File: config.mk
export PLATFORM = sky130hd
export DESIGN_NAME = datapath_seq
export DESIGN_NICKNAME = d
export VERILOG_FILES = /design/src/rtl/datapath_pkg.sv /design/src/rtl/alu_w.sv /design/src/rtl/datapath_seq.sv
export SDC_FILE = /design/constraint.sdc
export NUM_CORES = 1
export LEC_CHECK = 0
export BUFFER_PORTS_ARGS = -buffer_cell sky130_fd_sc_hd__buf_2
export CAP_MARGIN = 15
export CORE_ASPECT_RATIO = 1.5
export CORE_MARGIN = 3
export CORE_UTILIZATION = 35
export CTS_CLUSTER_DIAMETER = 60
export CTS_CLUSTER_SIZE = 28
export DETAILED_ROUTE_END_ITERATION = 8
export MAX_ROUTING_LAYER = met4
export PLACE_DENSITY = 0.6
export SYNTH_ARGS = -nofsm -noshare
export SYNTH_HDL_FRONTEND = slang
export SYNTH_SLANG_ARGS = --single-unit
File: constraint.sdc
create_clock -name clk -period 3.29 [get_ports clk]
set_input_delay 0.1645 -clock clk [delete_from_list [all_inputs] [get_ports clk]]
set_output_delay 0.1645 -clock clk [all_outputs]
set_load 0.01 [all_outputs]
File: src/rtl/datapath_pkg.sv
// Shared definitions for the command-driven accumulator datapath.
// Holds the ALU opcode encoding and the sequencer state encoding.
// Both are used by datapath_seq and alu_w.
package datapath_pkg;

   typedef enum logic [2:0] {
      OP_ADD  = 3'b000,
      OP_SUB  = 3'b001,
      OP_AND  = 3'b010,
      OP_OR   = 3'b011,
      OP_XOR  = 3'b100,
      OP_PASS = 3'b101,
      OP_SHL  = 3'b110,
      OP_SAR  = 3'b111
   } op_e;

   typedef enum logic {
      ST_RUN  = 1'b0,
      ST_HOLD = 1'b1
   } state_e;

endpackage

File: src/rtl/alu_w.sv
// Combinational W-bit ALU for the accumulator datapath.
// Ports:
//   op  - opcode (datapath_pkg::op_e encoding)
//   a   - accumulator value
//   b   - selected operand
//   res - result, truncated to W bits
//   ovf - signed overflow for ADD/SUB/SHL, 0 for all other ops
module alu_w
   import datapath_pkg::*;
#(
   parameter int W = 8
) (
   input  logic [2:0]   op,
   input  logic [W-1:0] a,
   input  logic [W-1:0] b,
   output logic [W-1:0] res,
   output logic         ovf
);

   always_comb begin
      res = '0;
      ovf = 1'b0;
      case (op)
         OP_ADD: begin
            res = a + b;
            // Same-sign operands producing a differently signed sum.
            ovf = (a[W-1] == b[W-1]) && (res[W-1] != a[W-1]);
         end
         OP_SUB: begin
            res = a - b;
            // Opposite-sign operands where the sign of a flips.
            ovf = (a[W-1] != b[W-1]) && (res[W-1] != a[W-1]);
         end
         OP_AND:  res = a & b;
         OP_OR:   res = a | b;
         OP_XOR:  res = a ^ b;
         OP_PASS: res = b;
         OP_SHL: begin
            res = {a[W-2:0], 1'b0};
            // Doubling overflows when the top two bits disagree.
            ovf = a[W-1] ^ a[W-2];
         end
         OP_SAR:  res = {a[W-1], a[W-1:1]};
         default: begin
            res = '0;
            ovf = 1'b0;
         end
      endcase
   end

endmodule

File: src/rtl/datapath_seq.sv
// Command sequencer around a W-bit accumulator.
// Commands (operand channel + opcode) are accepted in RUN; the command
// flagged cmd_last moves the block to HOLD, where the accumulated result
// with sticky overflow/error flags and a saturating command count is
// offered until consumed, then the flags/count clear (acc is kept).
// Ports:
//   clk, reset                      - clock, synchronous active-high reset
//   src                             - NSRC flattened W-bit operand channels
//   cmd_valid/cmd_ready             - command handshake
//   cmd_sel, cmd_op, cmd_last       - command payload
//   res_valid/res_ready             - result handshake
//   res_data/res_ovf/res_err/res_count - result payload
//   acc_out                         - live accumulator
module datapath_seq
   import datapath_pkg::*;
#(
   parameter int W    = 8,
   parameter int NSRC = 4,
   parameter int SELW = 2,
   parameter int CW   = 8
) (
   input  logic              clk,
   input  logic              reset,
   input  logic [NSRC*W-1:0] src,
   input  logic              cmd_valid,
   output logic              cmd_ready,
   input  logic [SELW-1:0]   cmd_sel,
   input  logic [2:0]        cmd_op,
   input  logic              cmd_last,
   output logic              res_valid,
   input  logic              res_ready,
   output logic [W-1:0]      res_data,
   output logic              res_ovf,
   output logic              res_err,
   output logic [CW-1:0]     res_count,
   output logic [W-1:0]      acc_out
);

   localparam int NCH = 2**SELW;

   state_e          state_reg, state_next;
   logic [W-1:0]    acc_reg,   acc_next;
   logic            ovf_reg,   ovf_next;
   logic            err_reg,   err_next;
   logic [CW-1:0]   cnt_reg,   cnt_next;

   // Select space padded to 2**SELW entries: indices past NSRC read as
   // zero and are marked invalid, so no width-mismatched compare is needed.
   logic [W-1:0]    chan [NCH];
   logic [NCH-1:0]  chan_ok;

   for (genvar gi = 0; gi < NCH; gi++) begin : g_chan
      if (gi < NSRC) begin : g_real
         assign chan[gi]    = src[gi*W +: W];
         assign chan_ok[gi] = 1'b1;
      end else begin : g_pad
         assign chan[gi]    = '0;
         assign chan_ok[gi] = 1'b0;
      end
   end

   logic [W-1:0] opnd;
   logic         sel_err;
   logic [W-1:0] alu_res;
   logic         alu_ovf;

   assign opnd    = chan[cmd_sel];
   assign sel_err = ~chan_ok[cmd_sel];

   alu_w #(.W(W)) u_alu (
      .op  (cmd_op),
      .a   (acc_reg),
      .b   (opnd),
      .res (alu_res),
      .ovf (alu_ovf)
   );

   always_comb begin
      state_next = state_reg;
      acc_next   = acc_reg;
      ovf_next   = ovf_reg;
      err_next   = err_reg;
      cnt_next   = cnt_reg;
      cmd_ready  = 1'b0;
      res_valid  = 1'b0;
      case (state_reg)
         ST_RUN: begin
            cmd_ready = 1'b1;
            if (cmd_valid) begin
               acc_next = alu_res;
               ovf_next = ovf_reg | alu_ovf;
               err_next = err_reg | sel_err;
               if (cnt_reg != {CW{1'b1}})
                  cnt_next = cnt_reg + CW'(1);
               if (cmd_last)
                  state_next = ST_HOLD;
            end
         end
         ST_HOLD: begin
            res_valid = 1'b1;
            if (res_ready) begin
               state_next = ST_RUN;
               ovf_next   = 1'b0;
               err_next   = 1'b0;
               cnt_next   = '0;
            end
         end
         default: state_next = ST_RUN;
      endcase
   end

   always_ff @(posedge clk) begin
      if (reset) begin
         state_reg <= ST_RUN;
         acc_reg   <= '0;
         ovf_reg   <= 1'b0;
         err_reg   <= 1'b0;
         cnt_reg   <= '0;
      end else begin
         state_reg <= state_next;
         acc_reg   <= acc_next;
         ovf_reg   <= ovf_next;
         err_reg   <= err_next;
         cnt_reg   <= cnt_next;
      end
   end

   // In HOLD nothing but res_ready can change these registers, so the
   // result outputs are stable without a separate capture register.
   assign res_data  = acc_reg;
   assign res_ovf   = ovf_reg;
   assign res_err   = err_reg;
   assign res_count = cnt_reg;
   assign acc_out   = acc_reg;

endmodule

==> metrics.md <==
| Metric | Value |
|---|---|
| Placer Congestion | `0.905` |
| Filler cells | `675` |
| Crit path max fanout | `8` |
| Row cnt | `36` |
| Core area | `6620 um^2` |
| Fin crit period | `2.73 ns` |
| GRT Util Overall | `18.5%` |
| Remaining antenna violation count after routing | `0` |
| Setup TNS | `0 ns` |
| Post-Syn Area | `2420 um^2` |
| Max stage delay cell, worst path | `mux4_2` |
| Unrepaired setup endpoints after global routing | `false` |
| EDFF count, synth | `0` |
| Main combinational cell family by area after synthesis | `compound AO/OA/AOI/OAI gates` |
| Worst path arrival time | `2.89 ns` |
| Post-Syn Area per Cell | `8.44 um^2` |
| Worst EP required | `3.45 ns` |
| Ranking of synthesized cells by area | `ha_1 (15%), dfxtp_1 (15%), mux4_1 (6.5%), mux4_2 (5.6%), inv_1 (4.2%)` |
| Final worst path period share | `83.1%` |
| Global-route wire length before repair | `11,200 um` |
| Top cell type's share of synthesized area | `15.0%` |
| Number of synthesized register bits | `18` |
| Num Clock Sinks | `18` |
| N_diodes | `0` |
| Worst-Skew Late Latency | `0.26 ns` |
| DR vias | `2,307` |
| Startpoint types | `input pin` |
| HP Class | `input pin to register` |
| Top-count cell post-synth | `ha_1` |
| Num CTS Buffers | `3` |
| Register area share after synthesis | `14.9%` |
| Post-synthesis async set-or-reset flop share | `0%` |
| Nets@finish | `412` |
| Yosys top cell by area | `ha_1` |
| Die X | `73.9 um` |
| Area Overhead vs Synth | `13.0%` |
| Max_slew headroom | `65.8%` |
| CP endpoint kind | `register` |
| First-pass DRT Iterations | `5` |
| Wire per inst | `16.6 um` |
| Simple-gate share of the synthesized area | `14.9%` |
| Die Ht | `108 um` |
| Port bufs | `68` |
| CTS max path bufs | `2` |
| Final WL | `6870 um` |
| Root Buffer | `clkbuf_8` |
| H-tree depth | `1` |
| Least-Margin Pin Slew | `0.513 ns` |
| Syn Inst Count | `287` |
| Syn nets | `360` |
| Max-cap check violation count | `0` |
| Worst VDD drop | `0.141 mV` |
| DIE AREA | `7980 um^2` |
| Core Util, Final | `41.3%` |
| Share of cells above drive strength 1 | `24.6%` |
| Run status | `complete, no violations` |
| CP Buf/Inv Count | `2` |
| Synth cell count leaders | `ha_1 (29), inv_1 (27), nor2_1 (21), a21oi_1 (20)` |
| DR iter-0 viols | `75` |
| CTS tree | `done` |
| Vias in the first global route | `2,303` |
| Largest net degree at the start of global routing | `26` |
| Post-synth cell types | `54` |
| Post-Synth XOR/XNOR Area | `5.79%` |
| # setup viols final | `0` |
| Post-CTS setup buffer count | `0` |
| FMAX | `0.366 GHz` |
| Residual DRC | `0` |
| CP peak stage delay | `0.61 ns` |
| Critical Path, Cell by Cell | `buf_2 > mux4_2 > inv_1 > ha_1 > a211oi_1 > o21bai_1 > o21a_1 > a221oi_1 > o211ai_1 > a32o_1` |
| Total gr overflow | `0` |
| Static leakage power | `1.28 nW` |
| Fin. Hold Viols | `0` |
| Half-perimeter wire length after placement | `5410 um` |
| Post-Synth Adder-Cell Area | `16.6%` |
| Pwr dens | `326 nW/um^2` |
| Initial Utilization | `36.6%` |
| Slew Limit Fails | `0` |
| Compound-Gate Fraction of Synth Area | `20.7%` |
| Post-CTS Hold Fix Bufs | `0` |
| Antenna violations before repair | `0` |
| Family with the most delay on the worst path | `compound AO/OA/AOI/OAI gates` |
| Post-synthesis mux area share | `14.6%` |
| Vias per cell | `5.57` |
| Top Ports | `70` |
| Top FF cell, synth | `dfxtp_1` |
| Critical path type | `input pin to register` |
| Layout Skew | `0.000875 ns` |
| Post-CTS resize count | `0` |
| Ys Warns | `0` |
| CTS clk-pin slew, worst paths | `0.08 ns` |
## layout make-up
class,instances,area [um^2],share of cell area (%)
multi-input combinational,217,1760,64.4
sequential,18,360,13.2
timing repair buffer,70,355,13.0
inverter,29,109,3.98
tap,76,95.1,3.47
clock buffer,4,55.1,2.01
## routing by layer
layer | vias to the layer above | global-route usage [%] | part of all wire (%)
met3 | 11 | 1.59 | 5.3
met4 | 0 | 6.99 | 1.8
met5 | - | - | 0
met1 | 1090 | 20.9 | 39
met2 | 84 | 32.8 | 53
li1 | 1122 | - | -
## worst paths after layout
| path | from | to | slack, ns | cells past startpoint |
|---|---|---|---|---|
| worst max-delay path | cmd_sel[0] | res_ovf$_SDFFE_PP0P_ | 0.56 | 10 |
| worst min-delay path | cmd_last | state_reg$_SDFF_PP0_ | 0.13 | 3 |
| worst max register to register | acc_out[1]$_SDFFE_PP0P_ | res_ovf$_SDFFE_PP0P_ | 0.71 | 8 |
| worst min register to register | res_ovf$_SDFFE_PP0P_ | res_ovf$_SDFFE_PP0P_ | 0.49 | 1 |
## worst reg2reg max path: stages, from the launching register on
cell	delay (ns)
dfxtp_1	0.48
inv_1	0.21
ha_1	0.35
a211oi_1	0.29
o21bai_1	0.19
o21a_1	0.26
a221oi_1	0.31
o211ai_1	0.14
a32o_1	0.26
## cells by family (layout without fill, tap and decap cells)
kind of cell	count (synthesis)	after routing
adder cells (fa/ha/maj)	31	31
XOR/XNOR	16	16
AO/OA/AOI/OAI	75	75
multiplexers	18	18
buffers and inverters	52	103
flip-flops	18	18
other	1	1
AND/OR/NAND/NOR	76	76
## stage by stage
step	total power, mW	area [um^2]	worst slack, ns	std cells	hold slack, ns
final	0.893	2740	0.558	414	0.128
after global routing	0.965	2740	0.482	414	0.162
after CTS	0.901	2740	0.582	414	0.128
after detailed placement	0.701	2680	0.302	410	0.405
after global placement	0.699	2680	0.320	410	0.397
after floorplan	0.594	2420	0.776	287	0.305
## where the power goes
group / leakage [nW] / internal (mW) / total [mW] / switching (mW)
sequential: 0.147 / 0.232 / 0.256 / 0.0245
combinational: 1.10 / 0.197 / 0.442 / 0.245
clock: 0.0288 / 0.107 / 0.195 / 0.0884
total: 1.28 / 0.535 / 0.893 / 0.358
## placed cells by master (no fill, tap or decap), drive strengths merged, types with 2 or more instances in the layout
master and n:
dfxtp 18, clkinv 2, nand3 7, mux4 12
xor2 6, clkbuf 4, fa 2, and3 3
o31a 2, inv 27, xnor2 10, a211oi 4
mux2i 5, a21oi 20, o311ai 2, nand4 4
a221oi 5, a31oi 2, o21ai 13, a311oi 2
o21a 4, ha 29, nand2 19, o211ai 4
o31ai 3, buf 70, nand2b 3, o21bai 2
a21boi 3, o32ai 3, nor2 21, nor3 9
nor2b 4
Note: power is estimated with default switching activity, not from simulation.
